**src/rtl/text_cell_fetch.sv**
```systemverilog
// Video-side text row fetcher: reads cells from the screen RAM video port,
// buffers them in a show-ahead FIFO and streams them out with a last-of-row tag.
module text_cell_fetch #(
  parameter  int TEXT_CELL_COUNT = 16384,
  parameter  int FIFO_DEPTH      = 8,
  localparam int AWID            = $clog2(TEXT_CELL_COUNT)
) (
  input  logic            clk_i,
  input  logic            rst_ni,
  input  logic            frame_start_i,
  input  logic [AWID-1:0] base_adr_i,
  input  logic [7:0]      cols_i,
  input  logic            row_req_i,
  input  logic            row_adv_i,
  output logic            ram_cs_o,
  output logic [AWID-1:0] ram_adr_o,
  input  logic [31:0]     ram_dat_i,
  output logic [31:0]     cell_o,
  output logic            cell_vld_o,
  output logic            cell_last_o,
  input  logic            cell_rdy_i,
  output logic            busy_o
);

  localparam int PW = $clog2(FIFO_DEPTH);
  localparam int CW = PW + 1;

  typedef enum logic [1:0] {IDLE, FETCH, DRAIN} state_t;

  state_t          r_state, w_state_next;
  logic [AWID-1:0] r_row_ptr, r_start;
  logic [7:0]      r_col, r_ncols;
  logic            r_inflight, r_inflight_last;
  logic [31:0]     r_mem_dat  [FIFO_DEPTH];
  logic            r_mem_last [FIFO_DEPTH];
  logic [PW-1:0]   r_wr_ptr, r_rd_ptr;
  logic [CW-1:0]   r_count;

  logic            w_accept, w_credit, w_issue, w_issue_last, w_push, w_pop;
  logic [CW:0]     w_used;

  // Reads already in flight reserve a FIFO slot so a return can never overflow.
  assign w_used       = {1'b0, r_count} + {{CW{1'b0}}, r_inflight};
  assign w_credit     = w_used < (CW+1)'(FIFO_DEPTH);
  assign w_accept     = (r_state == IDLE) & row_req_i & (cols_i != 8'd0) & ~frame_start_i;
  assign w_issue_last = (r_col == r_ncols - 8'd1);
  assign w_push       = r_inflight & ~frame_start_i;
  assign w_pop        = (r_count != '0) & cell_rdy_i;

  always_comb begin
    w_state_next = r_state;
    w_issue      = 1'b0;
    if (frame_start_i) begin
      w_state_next = IDLE;
    end else begin
      case (r_state)
        IDLE:  if (w_accept) w_state_next = FETCH;
        FETCH: if (w_credit) begin
          w_issue = 1'b1;
          if (w_issue_last) w_state_next = DRAIN;
        end
        DRAIN: if (r_inflight) w_state_next = IDLE;
        default: w_state_next = IDLE;
      endcase
    end
  end

  always_ff @(posedge clk_i or negedge rst_ni) begin
    if (!rst_ni) begin
      r_state         <= IDLE;
      r_row_ptr       <= '0;
      r_start         <= '0;
      r_col           <= '0;
      r_ncols         <= '0;
      r_inflight      <= 1'b0;
      r_inflight_last <= 1'b0;
      r_wr_ptr        <= '0;
      r_rd_ptr        <= '0;
      r_count         <= '0;
    end else begin
      r_state         <= w_state_next;
      r_inflight      <= w_issue;
      r_inflight_last <= w_issue & w_issue_last;
      if (frame_start_i) begin
        r_row_ptr <= base_adr_i;
        r_wr_ptr  <= '0;
        r_rd_ptr  <= '0;
        r_count   <= '0;
      end else begin
        if (row_adv_i) r_row_ptr <= r_row_ptr + AWID'(cols_i);
        if (w_push)    r_wr_ptr  <= r_wr_ptr + PW'(1);
        if (w_pop)     r_rd_ptr  <= r_rd_ptr + PW'(1);
        case ({w_push, w_pop})
          2'b10:   r_count <= r_count + CW'(1);
          2'b01:   r_count <= r_count - CW'(1);
          default: r_count <= r_count;
        endcase
      end
      if (w_accept) begin
        r_start <= r_row_ptr;
        r_ncols <= cols_i;
        r_col   <= '0;
      end else if (w_issue) begin
        r_col <= r_col + 8'd1;
      end
    end
  end

  always_ff @(posedge clk_i) begin
    if (w_push) begin
      r_mem_dat[r_wr_ptr]  <= ram_dat_i;
      r_mem_last[r_wr_ptr] <= r_inflight_last;
    end
  end

  assign ram_cs_o    = w_issue;
  assign ram_adr_o   = r_start + AWID'(r_col);
  assign busy_o      = (r_state != IDLE);
  assign cell_vld_o  = (r_count != '0);
  assign cell_o      = r_mem_dat[r_rd_ptr];
  assign cell_last_o = cell_vld_o & r_mem_last[r_rd_ptr];

  a_no_overflow: assert property (@(posedge clk_i) disable iff (!rst_ni)
    w_push |-> (r_count != CW'(FIFO_DEPTH)));

endmodule

```
**config.mk**
```make
export PLATFORM = sky130hd
export DESIGN_NAME = text_cell_fetch
export DESIGN_NICKNAME = d
export VERILOG_FILES = /design/src/rtl/text_cell_fetch.sv
export SDC_FILE = /design/constraint.sdc
export NUM_CORES = 1
export LEC_CHECK = 0
export ABC_AREA = 1
export ABC_CLOCK_PERIOD_IN_PS = 6100
export CAP_MARGIN = 10
export CORE_MARGIN = 4
export CORE_UTILIZATION = 50
export CTS_CLUSTER_DIAMETER = 100
export DETAILED_ROUTE_END_ITERATION = 7
export PLACE_DENSITY = 0.7
export RECOVER_POWER = 25
export SYNTH_ARGS = -nofsm -noshare
export SYNTH_HDL_FRONTEND = slang
export SYNTH_SLANG_ARGS = --single-unit
```
**constraint.sdc**
```tcl
create_clock -name clk_i -period 6.1 [get_ports clk_i]
set_input_delay 0.915 -clock clk_i [delete_from_list [all_inputs] [get_ports clk_i]]
set_output_delay 0.915 -clock clk_i [all_outputs]
set_load 0.01 [all_outputs]
```
Word-level counts from Yosys, hierarchy flattened
Memory sizes are Yosys's and may differ from the RTL's.
Index checks and enable logic that the tools add are counted.
W data, S select, Z words.
{ "totals": {"register_bits": 58, "mem_bits_rw": 264, "in_bits": 60, "wordCells": 70, "mem_count": 2} }
{ "op_classes": {"addsub": 9, "n_lt_le_gt_ge": 1, "n_eq_ne": 9, "muxes": 21, "bitwise": 8, "reduce_logical": 10} }
{ "memory_table": {"columns": ["name", "words", "width", "read_ports", "rd_clocked_by_memory_dff", "wr", "line_no", "source"], "rows": [
  ["r_mem_dat", 8, 32, 1, 0, 1, "34", "logic [31:0] r_mem_dat [FIFO_DEPTH];"],
  ["r_mem_last", 8, 1, 1, 0, 1, "35", "logic r_mem_last [FIFO_DEPTH];"]
]} }
{ "ops": {"columns": ["op", "count"], "rows": [
  ["$add A14 B8 Y14", 2],
  ["$mux W14", 2],
  ["$mux W8", 2],
  ["$mux W3", 4],
  ["$ne A3 B3 Y1 const B", 4],
  ["$mux W2", 5],
  ["$reduce_bool A2 Y1", 5],
  ["$add A8 B1 Y8 const B", 1],
  ["$eq A8 B8 Y1", 1],
  ["$pmux W4 S2", 1],
  ["$reduce_bool A8 Y1", 1],
  ["$sub A8 B1 Y8 const B", 1],
  ["$and A1 B1 Y1", 7],
  ["$add A3 B1 Y3 const B", 2],
  ["$pmux W2 S3", 1],
  ["$add A4 B1 Y5", 1],
  ["$lt A5 B4 Y1 const B", 1],
  ["$mux W1", 5],
  ["$add A4 B1 Y4 const B", 1],
  ["$eq A2 B1 Y1 const B", 2],
  ["$eq A2 B2 Y1 const B", 2],
  ["$mux W4", 1],
  ["$reduce_and A4 Y1", 1],
  ["$reduce_bool A4 Y1", 1],
  ["other kinds (4)", 4]
]} }

Longest topological paths before layout
{ "depth": {"word_depth": 7, "mapped_depth": 12, "mapped_depth_nobuf": 12} }

Least setup slack after synthesis
No wires, ideal clock.
{ "synth_path": {"path_kind": "input port to flip-flop", "from": "in frame_start_i", "to": "mem r_mem_dat[0][0] (enable)", "setup_time_ns": 0.423, "t_arrival_ns": 2.752, "required_time_ns": 5.677, "path_slack_ns": 2.925, "stages": 6, "path_buffers": 1, "cell_sequence": "buf_6 > inv_4 > nand2_1 > inv_2 > nand2_1 > nor2_1"} }
{ "synth_via": {"elab_chain_len": 4} }
{ "synth_rtl": {"columns": ["element", "line_no", "source"], "rows": [
  ["from (decl)", "10", "input logic frame_start_i,"],
  ["$not A1 Y1", "47", "assign w_push = r_inflight & ~frame_start_i;"],
  ["$and A1 B1 Y1", "47", null],
  ["$mux W1", "110", "if (w_push) begin"],
  ["$mux W1 (not written as such)", "111", "r_mem_dat[r_wr_ptr] <= ram_dat_i;"],
  ["to (decl)", "34", null]
]} }
Every way passes these cells.

Final worst setup path
{ "layout_path": {"from": "reg r_rd_ptr[0]", "to": "out cell_o[28]"} }
{ "layout_via": {"elab_chain_len": 1} }
{ "layout_rtl": {"columns": ["element", "line_no", "source"], "rows": [
  ["from (decl)", "36", "logic [PW-1:0] r_wr_ptr, r_rd_ptr;"],
  ["from (signal assigned)", "92", "if (w_pop) r_rd_ptr <= r_rd_ptr + PW'(1);"],
  ["$mem_v2 Z8 W32", null, null],
  ["to (decl)", "18", "output logic [31:0] cell_o,"]
]} }
Every way passes these cells.

==> metrics <==
result of the run=finished, violations left; failing checks=capacitance limit, slew limit; First-pass DRT Iterations=5; relative slew slack=-119%; Req. time, crit path=around 5.2 ns; global-route wire length before repair=50400 um; Synth Area per Inst=roughly 11 sq um; Seq/Total Area, Yosys=65.9%; pins over their slew limit=59; routed vias/inst=~5.5; total power per unit cell area=roughly 350 nW/um^2; number of routed nets with antenna violations=0; H-tree depth=2; half-perimeter wire length after placement=~19000 um; Worst VDD drop=about 0.00022 V; final std cell area, no fill=16700 sq um; number of rows created at floorplan=approximately 60; element type at the critical path end=output port; max cap viols=1; part of the cycle the worst path needs=approximately 71%; total net switching power=between 1.5 and 2 mW; cell accounting for the most synthesized area=sky130_fd_sc_hd__edfxtp_1; critical path startpoint category=register; clock tree from TritonCTS=done; number of enable flip-flop cells after synthesis=roughly 260; post-placement worst setup slack=roughly 2.3 ns; final net count=roughly 1500; number of buffers created by CTS=34; internal portion of total power=between 4 and 5 mW; syn_nets=1387; Slowest cell on crit path=sky130_fd_sc_hd__inv_4; post-cts repair resize count=0; count of cell types in the netlist=39; Final min period=around 4.3 ns; Peak Freq=between 200 and 250 MHz; pin count of the biggest net entering global routing=~110; Min-Delay Path Depth=2; most used flip-flop cell after synthesis=sky130_fd_sc_hd__edfxtp_1; area share of the largest cell type after synthesis=55.7%; Core Util, Final=around three fifths; number of fillers in the final layout=around 2300; combinational share of power=between 20% and 30%; worst setup path class=register to output port; number of antenna violations at the first check in global routing=1; crit-path max FO=94; die outline width=~180 um; source of the worst hold timing path=r_start[7]; end point of the worst hold path=r_start[7]; number of synthesized register bits=around 320; Final WS setup=1.78 ns; register clock-pin slew on the reported worst setup and hold paths=approximately 0.06 ns; family with the most delay on the worst path=buffers and inverters; Final Setup Violations=0; TritonCTS Sinks=around 320; Hold Fails Final Rpt=0; Gate Count Post-Synth=~1300; number of instances in the placed design=~1700; most instantiated library cell after synthesis=sky130_fd_sc_hd__nand2_1; largest cells by area after synthesis=sky130_fd_sc_hd__edfxtp_1 56%, sky130_fd_sc_hd__dfrtp_1 10%, sky130_fd_sc_hd__nand2_1 7.0%; net switching fraction of the power=about 29%; endpoint arrival time on the critical path=~3.4 ns; post-synthesis instance area=between 10000 and 15000 sq um; number of global-route vias before repair=between 9000 and 10000; fraction of layout cells with a size suffix above 1=~6.7%; CP Buf/Inv Count=3; unrepaired setup endpoints after global routing=false; starting density of the core=50.9%; remaining global-route overflow=0; Static Leak=about 6.3 nW; Die Height=177 um; total core area=approximately 28000 sq um; Post-CTS Setup Inserts=0; Commonest cells post-synth=266 x sky130_fd_sc_hd__nand2_1, 264 x sky130_fd_sc_hd__edfxtp_1, 230 x sky130_fd_sc_hd__nor2_1; Top-Level Pins=110; final-layout setup total negative slack=0 ns; total design power=between 5 and 6 mW; transition time at the pin with the least slew margin=around 3.3 ns; clock group share of total power=between 30% and 40%; Worst R2R Setup Slack=around 4 ns; sequential cell fraction of total power=between 40% and 50%; DRC Markers=0; routed length per instance=approximately 18 um; floorplan die area=31200 sq um; clock root buffer=sky130_fd_sc_hd__clkbuf_16; tightest hold margin=slightly above 0.5 ns; endpoint of the most critical register-to-register path=r_rd_ptr[0]; Detailed Route Iter0 Violations=between 700 and 800; path depth of the worst reg2reg path=4; post-placement cell area=15600 sq um; final non-filler cell total=1807; total detailed-routing wirelength=between 30000 and 40000 um; maximum clock insertion buffer count=3; DR vias=between 9000 and 10000; gp weighted congestion=slightly above 0.8; worst-skew pair later-pin latency=0.51 ns; Crit Reg-Reg Startpoint=r_rd_ptr[0]; crit-path max cell delay=between 0.7 and 0.8 ns; final worst clock skew=0.0192 ns; cells along the critical path=inv_4, buf_4, nor2_1, o32ai_1, nand2_1, nand2_1, clkdlybuf4s50_1; YS warnings=0; Port Buffers=roughly 110; fraction of registers with async set or reset after synthesis=a little under a fifth; most used cell along the critical path=sky130_fd_sc_hd__nand2_1; type of the most critical hold path=register to register; overall global routing resource usage=20.1%; relative area change from synthesis to final layout=17.3%; hold-fix buffer count after cts=0
## power groups by stage
stage	logic (mW)	registers, mW	clock network [mW]
global placement	1.32	2.64	0
CTS	1.36	2.60	1.98
floorplan	0.901	2.57	0
global route	1.51	2.61	2.07
detailed placement	1.35	2.64	0
finish	1.34	2.60	1.94
## layer usage
| layer | vias to the layer above | track usage (%) | routed length (um) |
|---|---|---|---|
| li1 | 4736 | - | - |
| met1 | 4752 | 26.1 | 13100 |
| met2 | 312 | 35.2 | 15800 |
| met3 | 53 | 3.14 | 1970 |
| met4 | 0 | 6.35 | 773 |
| met5 | - | 0 | 0 |
## worst reg2reg max path, stage by stage (launching register included)
cell and delay (ns):
sky130_fd_sc_hd__dfrtp_4 0.62, sky130_fd_sc_hd__inv_4 0.78, sky130_fd_sc_hd__buf_4 0.43, sky130_fd_sc_hd__o21ai_1 0.12, sky130_fd_sc_hd__a21oi_1 0.14
## worst max path at each step
stage,start,endpoint,slack [ns],cells past startpoint
2_1_floorplan,frame_start_i,r_mem_dat[0][0],2.92,6
3_3_place_gp,r_rd_ptr[0],cell_o[30],2.33,7
3_5_place_dp,r_rd_ptr[0],cell_o[28],2.27,7
4_1_cts,r_rd_ptr[0],cell_o[28],1.72,7
5_1_grt,rst_ni,r_rd_ptr[0],1.46,2
6_report,r_rd_ptr[0],cell_o[28],1.78,7
## cell usage in the layout (no fill, tap or decap), types with 8 or more instances in the layout
master,netlist,final
sky130_fd_sc_hd__nor2_4,1,9
sky130_fd_sc_hd__nor2_1,230,222
sky130_fd_sc_hd__buf_4,7,16
sky130_fd_sc_hd__nand2_1,266,266
sky130_fd_sc_hd__nand3_1,45,45
sky130_fd_sc_hd__dlygate4sd3_1,0,15
sky130_fd_sc_hd__o21ai_0,70,70
sky130_fd_sc_hd__clkinv_1,3,8
sky130_fd_sc_hd__nor2_2,12,12
sky130_fd_sc_hd__o32ai_1,65,65
sky130_fd_sc_hd__a22oi_1,10,10
sky130_fd_sc_hd__inv_2,10,9
sky130_fd_sc_hd__xnor2_1,10,10
sky130_fd_sc_hd__dfrtp_1,58,56
sky130_fd_sc_hd__o21ai_1,42,42
sky130_fd_sc_hd__edfxtp_1,264,264
sky130_fd_sc_hd__clkdlybuf4s50_1,0,93
sky130_fd_sc_hd__clkbuf_1,26,12
sky130_fd_sc_hd__clkbuf_16,0,35
sky130_fd_sc_hd__xor2_1,11,11
sky130_fd_sc_hd__a21oi_1,22,22
sky130_fd_sc_hd__inv_1,70,70
sky130_fd_sc_hd__ha_1,22,22
## final cells by class
cell class                      count  area, sq um  area share [%]
Antenna cell                        2         5.00          0.0300
Tap cell                          378          473            2.83
Sequential cell                   322         9390            56.2
Multi-Input combinational cell    836         4250            25.5
Timing Repair Buffer              126         1210            7.25
Inverter                           84          320            1.92
Clock inverter                     13          131           0.787
Clock buffer                       46          917            5.49
## logic make-up (layout without fill, tap and decap cells)
kind of cell / count (synthesis) / count (layout) / share of synthesized area, %
buffers and inverters: 144 / 269 / 4.62
and+or+nand+nor: 571 / 571 / 16.0
AOI/OAI and AO/OA: 219 / 219 / 9.78
DFF: 322 / 322 / 65.9
adders and majority gates: 25 / 25 / 2.36
xor gates and xnor gates: 21 / 21 / 1.29
other: 0 / 2 / 0
## state kept, by name (all words and copies together), names as in the netlist
signal	cells
r_mem_dat	256
r_row_ptr	14
r_start	14
r_col	8
r_mem_last	8
r_ncols	8
r_count	4
r_rd_ptr	3
r_wr_ptr	3
r_state	2
r_inflight	1
r_inflight_last	1
Power figures use the tool's default switching activity.
